File: config.mk
export PLATFORM = sky130hd
export DESIGN_NAME = mod_exp_unit
export DESIGN_NICKNAME = d
export VERILOG_FILES = /design/src/rtl/mod_exp_unit.sv
export SDC_FILE = /design/constraint.sdc
export NUM_CORES = 1
export LEC_CHECK = 0
export ABC_AREA = 1
export CORE_AREA = 2 2 147 206
export CTS_CLUSTER_DIAMETER = 50
export DETAILED_ROUTE_END_ITERATION = 8
export DIE_AREA = 0 0 149 208
export GPL_ROUTABILITY_DRIVEN = 0
export PLACE_DENSITY = 0.81
export SYNTH_ARGS = -nofsm -noshare
export SYNTH_HDL_FRONTEND = slang
export SYNTH_SLANG_ARGS = --single-unit
File: constraint.sdc
create_clock -name clock -period 9.4 [get_ports clock]
set_input_delay 1.41 -clock clock [delete_from_list [all_inputs] [get_ports clock]]
set_output_delay 1.41 -clock clock [all_outputs]
set_load 0.005 [all_outputs]
File: src/rtl/mod_exp_unit.sv
// mod_exp_unit: base^exponent mod modulus by right-to-left square-and-multiply over a shift-add modular multiplier.
// Optional MODEXP_EARLY_EXIT_EN: stop once no set exponent bits remain (data-dependent latency, same results).
module mod_exp_unit #(
    parameter int WIDTH = 32
) (
    input  logic             clock,
    input  logic             reset,
    input  logic             start,
    input  logic [WIDTH-1:0] base,
    input  logic [WIDTH-1:0] exponent,
    input  logic [WIDTH-1:0] modulus,
    output logic [WIDTH-1:0] result,
    output logic             busy,
    output logic             done,
    output logic             err
);
    localparam int CW = $clog2(WIDTH);

    typedef enum logic [2:0] {IDLE, REDUCE, MUL, SQR, DONE} state_t;

    state_t           state_q, state_d;
    logic [WIDTH-1:0] m_q, m_d, e_q, e_d, x_q, x_d, p_q, p_d;
    logic [WIDTH-1:0] acc_q, acc_d, b_q, b_d, res_q, res_d, fin_val;
    logic [CW-1:0]    cnt_q, cnt_d, k_q, k_d;
    logic             busy_q, busy_d, done_q, done_d, err_q, err_d, fin;
    logic [WIDTH-1:0] y, pn;
    logic [WIDTH+1:0] mm, sum, sub;
    logic             last;

    // One interleaved modmul step: P = 2P + (x_msb ? Y : 0), then two conditional subtractions keep P < m.
    assign y    = (state_q == REDUCE) ? WIDTH'(1) : b_q;
    assign mm   = {2'b00, m_q};
    assign sum  = {1'b0, p_q, 1'b0} + (x_q[WIDTH-1] ? {2'b00, y} : '0);
    assign sub  = (sum >= mm) ? sum - mm : sum;
    assign pn   = WIDTH'((sub >= mm) ? sub - mm : sub);
    assign last = (cnt_q == CW'(WIDTH - 1));

    // Next-state logic: accept, run REDUCE then MUL/SQR per exponent bit, finish with a one-cycle DONE.
    always_comb begin
        state_d = state_q;
        m_d     = m_q;
        e_d     = e_q;
        x_d     = x_q;
        p_d     = p_q;
        acc_d   = acc_q;
        b_d     = b_q;
        res_d   = res_q;
        cnt_d   = cnt_q;
        k_d     = k_q;
        err_d   = err_q;
        done_d  = 1'b0;
        fin     = 1'b0;
        fin_val = acc_q;
        if (state_q == IDLE) begin
            if (start) begin
                m_d     = modulus;
                e_d     = exponent;
                x_d     = base;
                p_d     = '0;
                cnt_d   = '0;
                k_d     = '0;
                acc_d   = (modulus == WIDTH'(1)) ? '0 : WIDTH'(1);
                err_d   = (modulus == '0);
                state_d = REDUCE;
                fin     = (modulus == '0);
                fin_val = '0;
            end
        end else if (state_q == DONE) begin
            state_d = IDLE;
        end else begin
            x_d   = x_q << 1;
            p_d   = pn;
            cnt_d = cnt_q + 1'b1;
            if (last) begin
                p_d   = '0;
                cnt_d = '0;
                if (state_q == REDUCE) begin
                    b_d     = pn;
                    x_d     = acc_q;
                    state_d = MUL;
`ifdef MODEXP_EARLY_EXIT_EN
                    fin     = (e_q == '0);
`endif
                end else if (state_q == MUL) begin
                    acc_d   = e_q[0] ? pn : acc_q;
                    x_d     = b_q;
                    state_d = SQR;
`ifdef MODEXP_EARLY_EXIT_EN
                    fin     = (e_q[WIDTH-1:1] == '0);
                    fin_val = e_q[0] ? pn : acc_q;
`endif
                end else begin
                    b_d     = pn;
                    x_d     = acc_q;
                    e_d     = e_q >> 1;
                    k_d     = k_q + 1'b1;
                    state_d = MUL;
                    fin     = (k_q == CW'(WIDTH - 1));
                end
            end
        end
        if (fin) begin
            state_d = DONE;
            done_d  = 1'b1;
            res_d   = fin_val;
        end
        busy_d = (state_d != IDLE);
    end

    // State and registered outputs; asynchronous active-low clear.
    always_ff @(posedge clock or negedge reset) begin
        if (!reset) begin
            state_q <= IDLE;
            m_q     <= '0;
            e_q     <= '0;
            x_q     <= '0;
            p_q     <= '0;
            acc_q   <= '0;
            b_q     <= '0;
            res_q   <= '0;
            cnt_q   <= '0;
            k_q     <= '0;
            busy_q  <= 1'b0;
            done_q  <= 1'b0;
            err_q   <= 1'b0;
        end else begin
            state_q <= state_d;
            m_q     <= m_d;
            e_q     <= e_d;
            x_q     <= x_d;
            p_q     <= p_d;
            acc_q   <= acc_d;
            b_q     <= b_d;
            res_q   <= res_d;
            cnt_q   <= cnt_d;
            k_q     <= k_d;
            busy_q  <= busy_d;
            done_q  <= done_d;
            err_q   <= err_d;
        end
    end

    assign result = res_q;
    assign busy   = busy_q;
    assign done   = done_q;
    assign err    = err_q;
endmodule
# Word-level counts from Yosys, hierarchy flattened
# Index checks and enable logic that the tools add are counted.
# op_classes
addsub,5
order_cmp,2
n_eq_ne,11
mux,55
bitwise,2
reduce_logical,11
# op_table
operator,count
$mux W32,30
$ge A34 B32 Y1,2
$mux W5,9
$add A33 B32 Y34,1
$mux W34,1
$sub A34 B32 Y34,1
$eq A32 B1 Y1 const B,1
$logic_not A32 Y1,1
$sub A32 B32 Y32,1
$mux W3,5
$add A5 B1 Y5 const B,2
$eq A5 B5 Y1 const B,2
$mux W1,10
$ne A2 B2 Y1 const B,4
$reduce_and A6 Y1,1
$reduce_bool A2 Y1,3
$reduce_and A5 Y1,1
$reduce_and A2 Y1,2
$reduce_and A4 Y1,1
$eq A3 B1 Y1 const B,1
$eq A3 B2 Y1 const B,1
$eq A3 B3 Y1 const B,1
$logic_not A3 Y1,1
$reduce_bool A3 Y1,1
other kinds (2),3
# totals
regBits,240
inputBits,99
output_inout_bits,35
elab_cells,99

# Depth between registers and ports, before layout
# logic_depth
depth_word,14
ltp_mapped,54
ltp_nobuf,51

# Least setup slack after synthesis
# No wires, ideal clock.
# synth_path
kind,reg-to-reg
startpoint,reg state_q[0]
endpoint,reg b_q[28]
setup_time_ns,0.118
arrival_time_ns,6.437
required_ns,9.282
path_slack_ns,2.846
path_stages_with_launch,51
path_buffers,2
period_less_slack_ns,6.554
path_cell_list,dfrtp_1 inv_1 nor3_1 inv_1 nand2_1 clkbuf_1 nor2_1 ha_1 inv_1 fa_1 nand3b_1 nand2_2 nand2_2 nand3_2 nand2_2 nand2_2 a21boi_0 o21bai_1 [15 not listed] buf_4 nand2_1 nand2_1 inv_1 ha_1 fa_1 o21ai_1 a21oi_2 o21ai_0 a21oi_1 o21ai_0 nand2_1 nand3_1 nand2_1 nand3_1 nand3_1 nand3_1 nand2_1
# synth_between
elab_chain_cells,10
# synth_rtl
item,line_no,text
start: declaration,21,"state_t state_q, state_d;"
start signal: assignment,127,state_q <= state_d;
$eq A3 B1 Y1,"31, 77",
$mux W32,31,assign y = (state_q == REDUCE) ? WIDTH'(1) : b_q;
$mux W32,33,"assign sum = {1'b0, p_q, 1'b0} + (x_q[WIDTH-1] ? {2'b00, y} : '0);"
$add A33 B32 Y34,33,
$sub A34 B32 Y34 or $ge A34 B32 Y1 (tied branches),34,assign sub = (sum >= mm) ? sum - mm : sum;
$mux W34,34,
$sub A32 B32 Y32 or $ge A34 B32 Y1 (tied branches),35,assign pn = WIDTH'((sub >= mm) ? sub - mm : sub);
$mux W32,35,
$mux W32,84,end else if (state_q == MUL) begin
$mux W32,77,if (state_q == REDUCE) begin
end signal: assignment,119,b_q <= '0;
end signal: assignment,133,b_q <= b_d;
end: declaration,23,"logic [WIDTH-1:0] acc_q, acc_d, b_q, b_d, res_q, res_d, fin_val;"
# Parallel ways exist; a longest one is shown, timed or not. The select of a mux whose other input is x is not followed.
# A chain may end at the register's enable or synchronous reset.

# Worst setup path in the final report
# layout_path
startpoint,reg state_q[2]
endpoint,reg acc_q[6]
# layout_between
elab_chain_cells,14
# layout_rtl
item,line_no,text
$eq A3 B1 Y1,"31, 77",
$mux W32,31,
$mux W32,33,
$add A33 B32 Y34,33,
$sub A34 B32 Y34 or $ge A34 B32 Y1 (tied branches),34,
$mux W34,34,
$sub A32 B32 Y32 or $ge A34 B32 Y1 (tied branches),35,
$mux W32,35,
$mux W32,85,acc_d = e_q[0] ? pn : acc_q;
$mux W32,84,
$mux W32,77,
$mux W32,74,if (last) begin
$mux W32,68,end else if (state_q == DONE) begin
$mux W32,54,if (state_q == IDLE) begin
end signal: assignment,118,acc_q <= '0;
end signal: assignment,132,acc_q <= acc_d;
end: declaration,23,
# Parallel ways exist; a longest one is shown, timed or not. The select of a mux whose other input is x is not followed.

==> impl_metrics.py <==
metrics = {
    "run_status": {
        "outcome": "completed",
    },
    "clock_tree": {
        "cts_buffers": 27,
        "cts_root_buf": "clkbuf_16",
        "holdBufCountCts": 0,
        "cts_tree": "built",
        "clockBufferDepth": 3,
        "clock_latency_ns": 0.56,
        "clk_pin_slew_ns": 0.07,
        "numClockSinks": 240,
        "htree_levels": 1,
    },
    "placed_design": {
        "io_buffers": 133,
        "hpwl_mm": 37.25,
    },
    "drt": {
        "drt_iter0_drc": 1365,
        "met2_wirelength_mm": 23.78,
        "met1Wirelength_mm": 20.25,
        "post-route-drc-count": 0,
        "wl_mm": 50.11,
        "routed.top_layer": "met4",
        "wl_met3_mm": 3.762,
        "drtAntennaViolNets": 0,
        "num_vias": 16909,
        "via_per_inst": 5.927,
        "drt-pass1-iter-count": 6,
        "wire_per_inst_um": 17.56,
    },
    "critical_path": {
        "cp.required_ns": 9.85,
        "critical-path-top-delay-family": "simple AND/OR/NAND/NOR gates",
        "arrival_ns": 9.16,
        "end_kind": "register",
        "crit_buf_inv": 5,
        "crit_top_cell": "nand2_1",
        "cpPeakStageDelay_ns": 0.68,
        "startpoint_type": "register",
        "path_class": "reg -> reg",
        "timing.rr.start": "state_q[2]$_DFF_PN0_",
        "crit_fanout": 27,
        "crit_slowest_cell": "nor4_1",
        "r2r_setup_slack_ns": 0.68,
        "crit_start": "state_q[2]$_DFF_PN0_",
    },
    "synthesis": {
        "synth_cell_types": 64,
        "yosysTopAreaCellShare_pct": 34.85,
        "yosysSeqAreaShare_pct": 34.85,
        "yosysMostFrequentCell": "nand2_1",
        "syn_area_sq_mm": 0.01723,
        "synthTopCellsByCount": "nand2_1 (672), nor2_1 (243), dfrtp_1 (240)",
        "synth_edf_count": 0,
        "ys.flop_type": "dfrtp_1",
        "mappedNetlistNets": 2561,
        "synth_area_leader_cell": "dfrtp_1",
        "avgSynthCellArea_sq_um": 7.301,
        "synth.area.top_cells": "dfrtp_1 (35%), nand2_1 (15%), ha_1 (7.2%), nand3_1 (5.8%), nor2_1 (5.3%)",
        "ys_seq_elements": 240,
        "yosysWarningCount": 0,
        "netlist_instances": 2360,
        "async_flop_share_pct": 100.0,
    },
    "sta": {
        "fmax_mhz": 114.7,
        "slew_viol_final": 0,
        "hold_viol": 0,
        "max_slew_margin_pct": 17.50,
        "fin_crit_ns": 8.717,
        "post-route-period-util_pct": 92.73,
        "setup_violations": 0,
        "finalClockSkew_ns": 0.02119,
        "rsz0062_at_grt": "no",
        "fin_tns_setup_ns": 0,
        "worstMarginPinSlew_ns": 1.236,
    },
    "global_route": {
        "grt_pass1_wl_mm": 80.69,
        "grt.overflow.total": 0,
        "track_usage_pct": 31.94,
        "grt_pass1_vias": 16465,
        "grt_antenna_before_repair": 0,
        "grt_max_degree": 109,
    },
    "die": {
        "core_sq_mm": 0.02907,
        "chipWidth_um": 149,
        "initial_core_util_pct": 59.27,
        "std_cell_rows": 74,
        "die_area_sq_mm": 0.03099,
        "fp.dieH_um": 208,
        "pin_count": 134,
    },
    "finish": {
        "fill_cells": 2533,
        "areaGrowthSynthToFinish_pct": 13.53,
        "drive_gt1_share_pct": 6.996,
        "antenna_cells": 0,
        "fin_nets": 2653,
    },
    "run": {
        "cap_violations": 0,
    },
    "hold_path": {
        "hp-class": "reg -> reg",
        "min_from": "k_q[3]$_DFFE_PN0P_",
    },
}
## worst paths after layout
kind                                        endpoint  depth (start not counted)
worst max-delay path            acc_q[6]$_DFFE_PN0P_                         38
min in group asynchronous         e_q[9]$_DFFE_PN0P_                          1
worst min-delay path              k_q[3]$_DFFE_PN0P_                          1
worst min register to register    k_q[3]$_DFFE_PN0P_                          1
worst max register to register  acc_q[6]$_DFFE_PN0P_                         38
max in group asynchronous        p_q[28]$_DFFE_PN0P_                          3
## worst register-to-register path, delay by kind of cell (launching register included)
kind,cells,cell delay (ns)
and+or+nand+nor,26,5.00
AOI/OAI and AO/OA,4,1.25
adders and majority gates,3,1.18
buffers and inverters,5,0.71
DFF,1,0.44
## layout make-up
type / instances / area (sq um) / area share [%]
multi-input cells: 1814 / 9874 / 50.48
inverters: 218 / 820.8 / 4.196
flip-flops and latches: 240 / 6006 / 30.70
clock inverters: 12 / 147.6 / 0.7547
well taps: 380 / 475.5 / 2.430
repair buffers: 151 / 1471 / 7.522
clock buffers: 38 / 767.0 / 3.921
## stage by stage
stage | cell area, sq um | cells | hold WS, ns | setup WS, ns | util, %
2_1_floorplan | 17230 | 2360 | 0.4339 | 2.846 | -
3_3_place_gp | 18630 | 2802 | 0.4567 | 0.6789 | 64.07
3_5_place_dp | 18630 | 2802 | 0.4564 | 0.4984 | 64.07
4_1_cts | 19540 | 2852 | 0.4773 | 0.4622 | 67.21
5_1_grt | 19560 | 2853 | 0.4990 | 0.09740 | 67.29
6_report | 19560 | 2853 | 0.4770 | 0.6835 | 67.29
## registers in the layout (all words and copies together) (netlist names)
signal,cells
busy,1
b_q,32
result,32
cnt_q,5
acc_q,32
e_q,32
p_q,32
k_q,5
err,1
x_q,32
m_q,32
state_q,3
done,1
## repair_timing
action	CTS	global route
setup buffers	0	0
setup endpoints to repair	0	96
gates resized for setup	0	2
## cell families after synthesis
group / after synthesis / synth area share (%)
compound gates: 397 / 14.56
flops: 240 / 34.85
xor+xnor: 77 / 3.957
buf+inv: 307 / 8.096
fa+ha+maj: 102 / 7.537
simple gates: 1237 / 31.00
## layout by cell type (no fill, tap or decap), drive strengths merged, types with 3 or more instances in the layout
cell and n:
nand2 692, nor2 247, dfrtp 240, inv 220, nand3 205, clkdlybuf4s50 132, a21oi 128, o21ai 125
ha 99, xnor2 39, xor2 38, clkbuf 38, o211ai 35, o31ai 31, nand4 25, or2 24
buf 19, a41oi 18, nor3 17, nor4 15, a221oi 14, a21o 11, o21bai 8, clkinv 8
a31oi 6, a21boi 6, a211oi 5, nand3b 4, o21a 4, nand2b 4, fa 3
## per-layer routing
metal	vias up	global-route usage [%]
met5	-	0
met4	0	13.69
met3	165	3.728
met2	796	54.28
met1	7935	40.98
li1	8013	-
Power is not shown: default switching activity piles up to over one toggle a cycle in this logic, so the estimate is an artifact.
==> RTL change, RTL diff (same settings) <==
Build with the macro `MODEXP_EARLY_EXIT_EN` defined.
--- a/src/rtl/mod_exp_unit.sv
+++ b/src/rtl/mod_exp_unit.sv
@@ -1,5 +1,7 @@
 // mod_exp_unit: base^exponent mod modulus by right-to-left square-and-multiply over a shift-add modular multiplier.
 // Optional MODEXP_EARLY_EXIT_EN: stop once no set exponent bits remain (data-dependent latency, same results).
+`define MODEXP_EARLY_EXIT_EN
+
 module mod_exp_unit #(
     parameter int WIDTH = 32
 ) (
Function: same outputs for any inputs over 4 cycles, from zero or initial values and one cycle with reset low; that may be too few to reach the edited logic, so the function may still have changed.
==> RTL change against the unedited design <==
Cell area grew 3.1%; synthesized cell count grew 8.6%; hold slack better by 1.1 ps; sequential cell count stayed put; count of clock-buffer cells in the layout decreased by 2; first-iteration DRC count grew 34%; critical path depth rose by 6; clock skew down 4.9 ps; area after synthesis up 2.3%; routed wire length up 15%; setup slack got worse by 230 ps; critical endpoint is now result[22].
Power is not shown: default switching activity piles up to over one toggle a cycle in this logic, so the estimate is an artifact.
==> RTL change: results (changes against the unedited design) <==
post-synthesis cell type count=55 (was 64); GR Layer Usage met3=5.570% (was 3.728%); Syn Inst Count=2,564 (was 2,360); drt pass-1 iters=9 (was 6); Post-DP HPWL=43.37 mm (was 37.25 mm); vias per cell=6.045 (was 5.927); Initial Utilization=60.63% (was 59.27%); Reg2Reg Depth=44 (was 38); Plain + repair buffers=158 (was 151); top area cells in the synthesized netlist=dfrtp_1 34%, nand2_1 18%, ha_1 7.0% (was dfrtp_1 35%, nand2_1 15%, ha_1 7.2%); reg2reg setup slack=450 ps (was 680 ps); routed len/inst=18.89 um (was 17.56 um); most frequent cells after synthesis=850 x nand2_1, 294 x nor2_1, 248 x inv_1 (was 672 x nand2_1, 243 x nor2_1, 240 x dfrtp_1); Synth Net Count=2,765 (was 2,561); CP Data Arrival Time=9450 ps (was 9160 ps); final net count=2,856 (was 2,653); invs w/o clock=257 (was 218); Routed met2 length=27.00 mm (was 23.78 mm); worst hold slack=478.1 ps (was 477.0 ps); status=finished clean (unchanged); Max FO, Critical Path=40 (was 27); TritonCTS Buffers=26 (was 27); Worst Hold Path Cells=2 (was 1); worst hold endpoint=result[18] (was k_q[3]); critical hold path startpoint=result[18] (was k_q[3]); met2 usage=60.70% (was 54.28%); clock latency on the worst-skew pair=560 ps (about the same); grt met1 use=44.14% (was 40.98%); # clk buffers=36 (was 38); worst reg2reg endpoint=result[22] (was acc_q[6]); Iteration-0 DRC Markers=1,823 (was 1,365); final cell count without fillers=3,055 (was 2,853); Inst Count DP=3,002 (was 2,802); metal3 WL=5.071 mm (was 3.762 mm); Seq/Total Area, Yosys=34.07% (was 34.85%); clk tree area frac=4.481% (was 4.675%); compound-cell area share of the yosys netlist=14.86% (was 14.56%); syn_area_per_cell=6.875 um2 (was 7.301 um2); largest net degree at the start of global routing=99 (was 109); Worst Skew=16.31 ps (was 21.19 ps); share of layout cells above drive strength 1=4.561% (was 6.996%); Synth Area in Adders=7.368% (was 7.537%); Layout fillers=2,487 (was 2,533); global-route wire length before repair=90.92 mm (was 80.69 mm); XOR/XNOR Fraction of Synth Area=3.876% (was 3.957%); seq_cells=240 (unchanged); sequential share of cell area=29.79% (was 30.70%); count of multi-input combinational gates=1,972 (was 1,814); Slowest Stage Delay on Critical Path=480 ps (was 680 ps); met1 WL=21.24 mm (was 20.25 mm); NonClk Buf Share=7.559% (was 7.522%)
RTL change: changes by cell type in the layout (fill, tap and decap cells not counted), moves of 13 or more:
cell	before	now
a21oi_1	119	90
a22o_1	2	24
a31oi_1	6	40
a41oi_1	18	31
inv_1	208	248
nand2_1	670	848
nand3_1	198	81
nand4_1	21	55
nor2_1	240	289
o21ai_1	9	38
o21ai_2	22	2
o31ai_1	31	1
or2_4	19	0
RTL change: cell families after synthesis:
group | count (synthesis)
simple gates | 1368
compound gates | 422
buf+inv | 353
flops | 240
fa+ha+maj | 102
xor+xnor | 78
mux | 1
RTL change: how the worst max path moves through the flow:
stage	start	endpoint	slack [ps]
4_1_cts	state_q[2]	result[25]	40
3_5_place_dp	state_q[2]	result[25]	70
2_1_floorplan	state_q[2]	result[24]	3020
3_3_place_gp	state_q[2]	result[25]	220
5_1_grt	state_q[2]	result[30]	-40
6_report	state_q[2]	result[22]	450
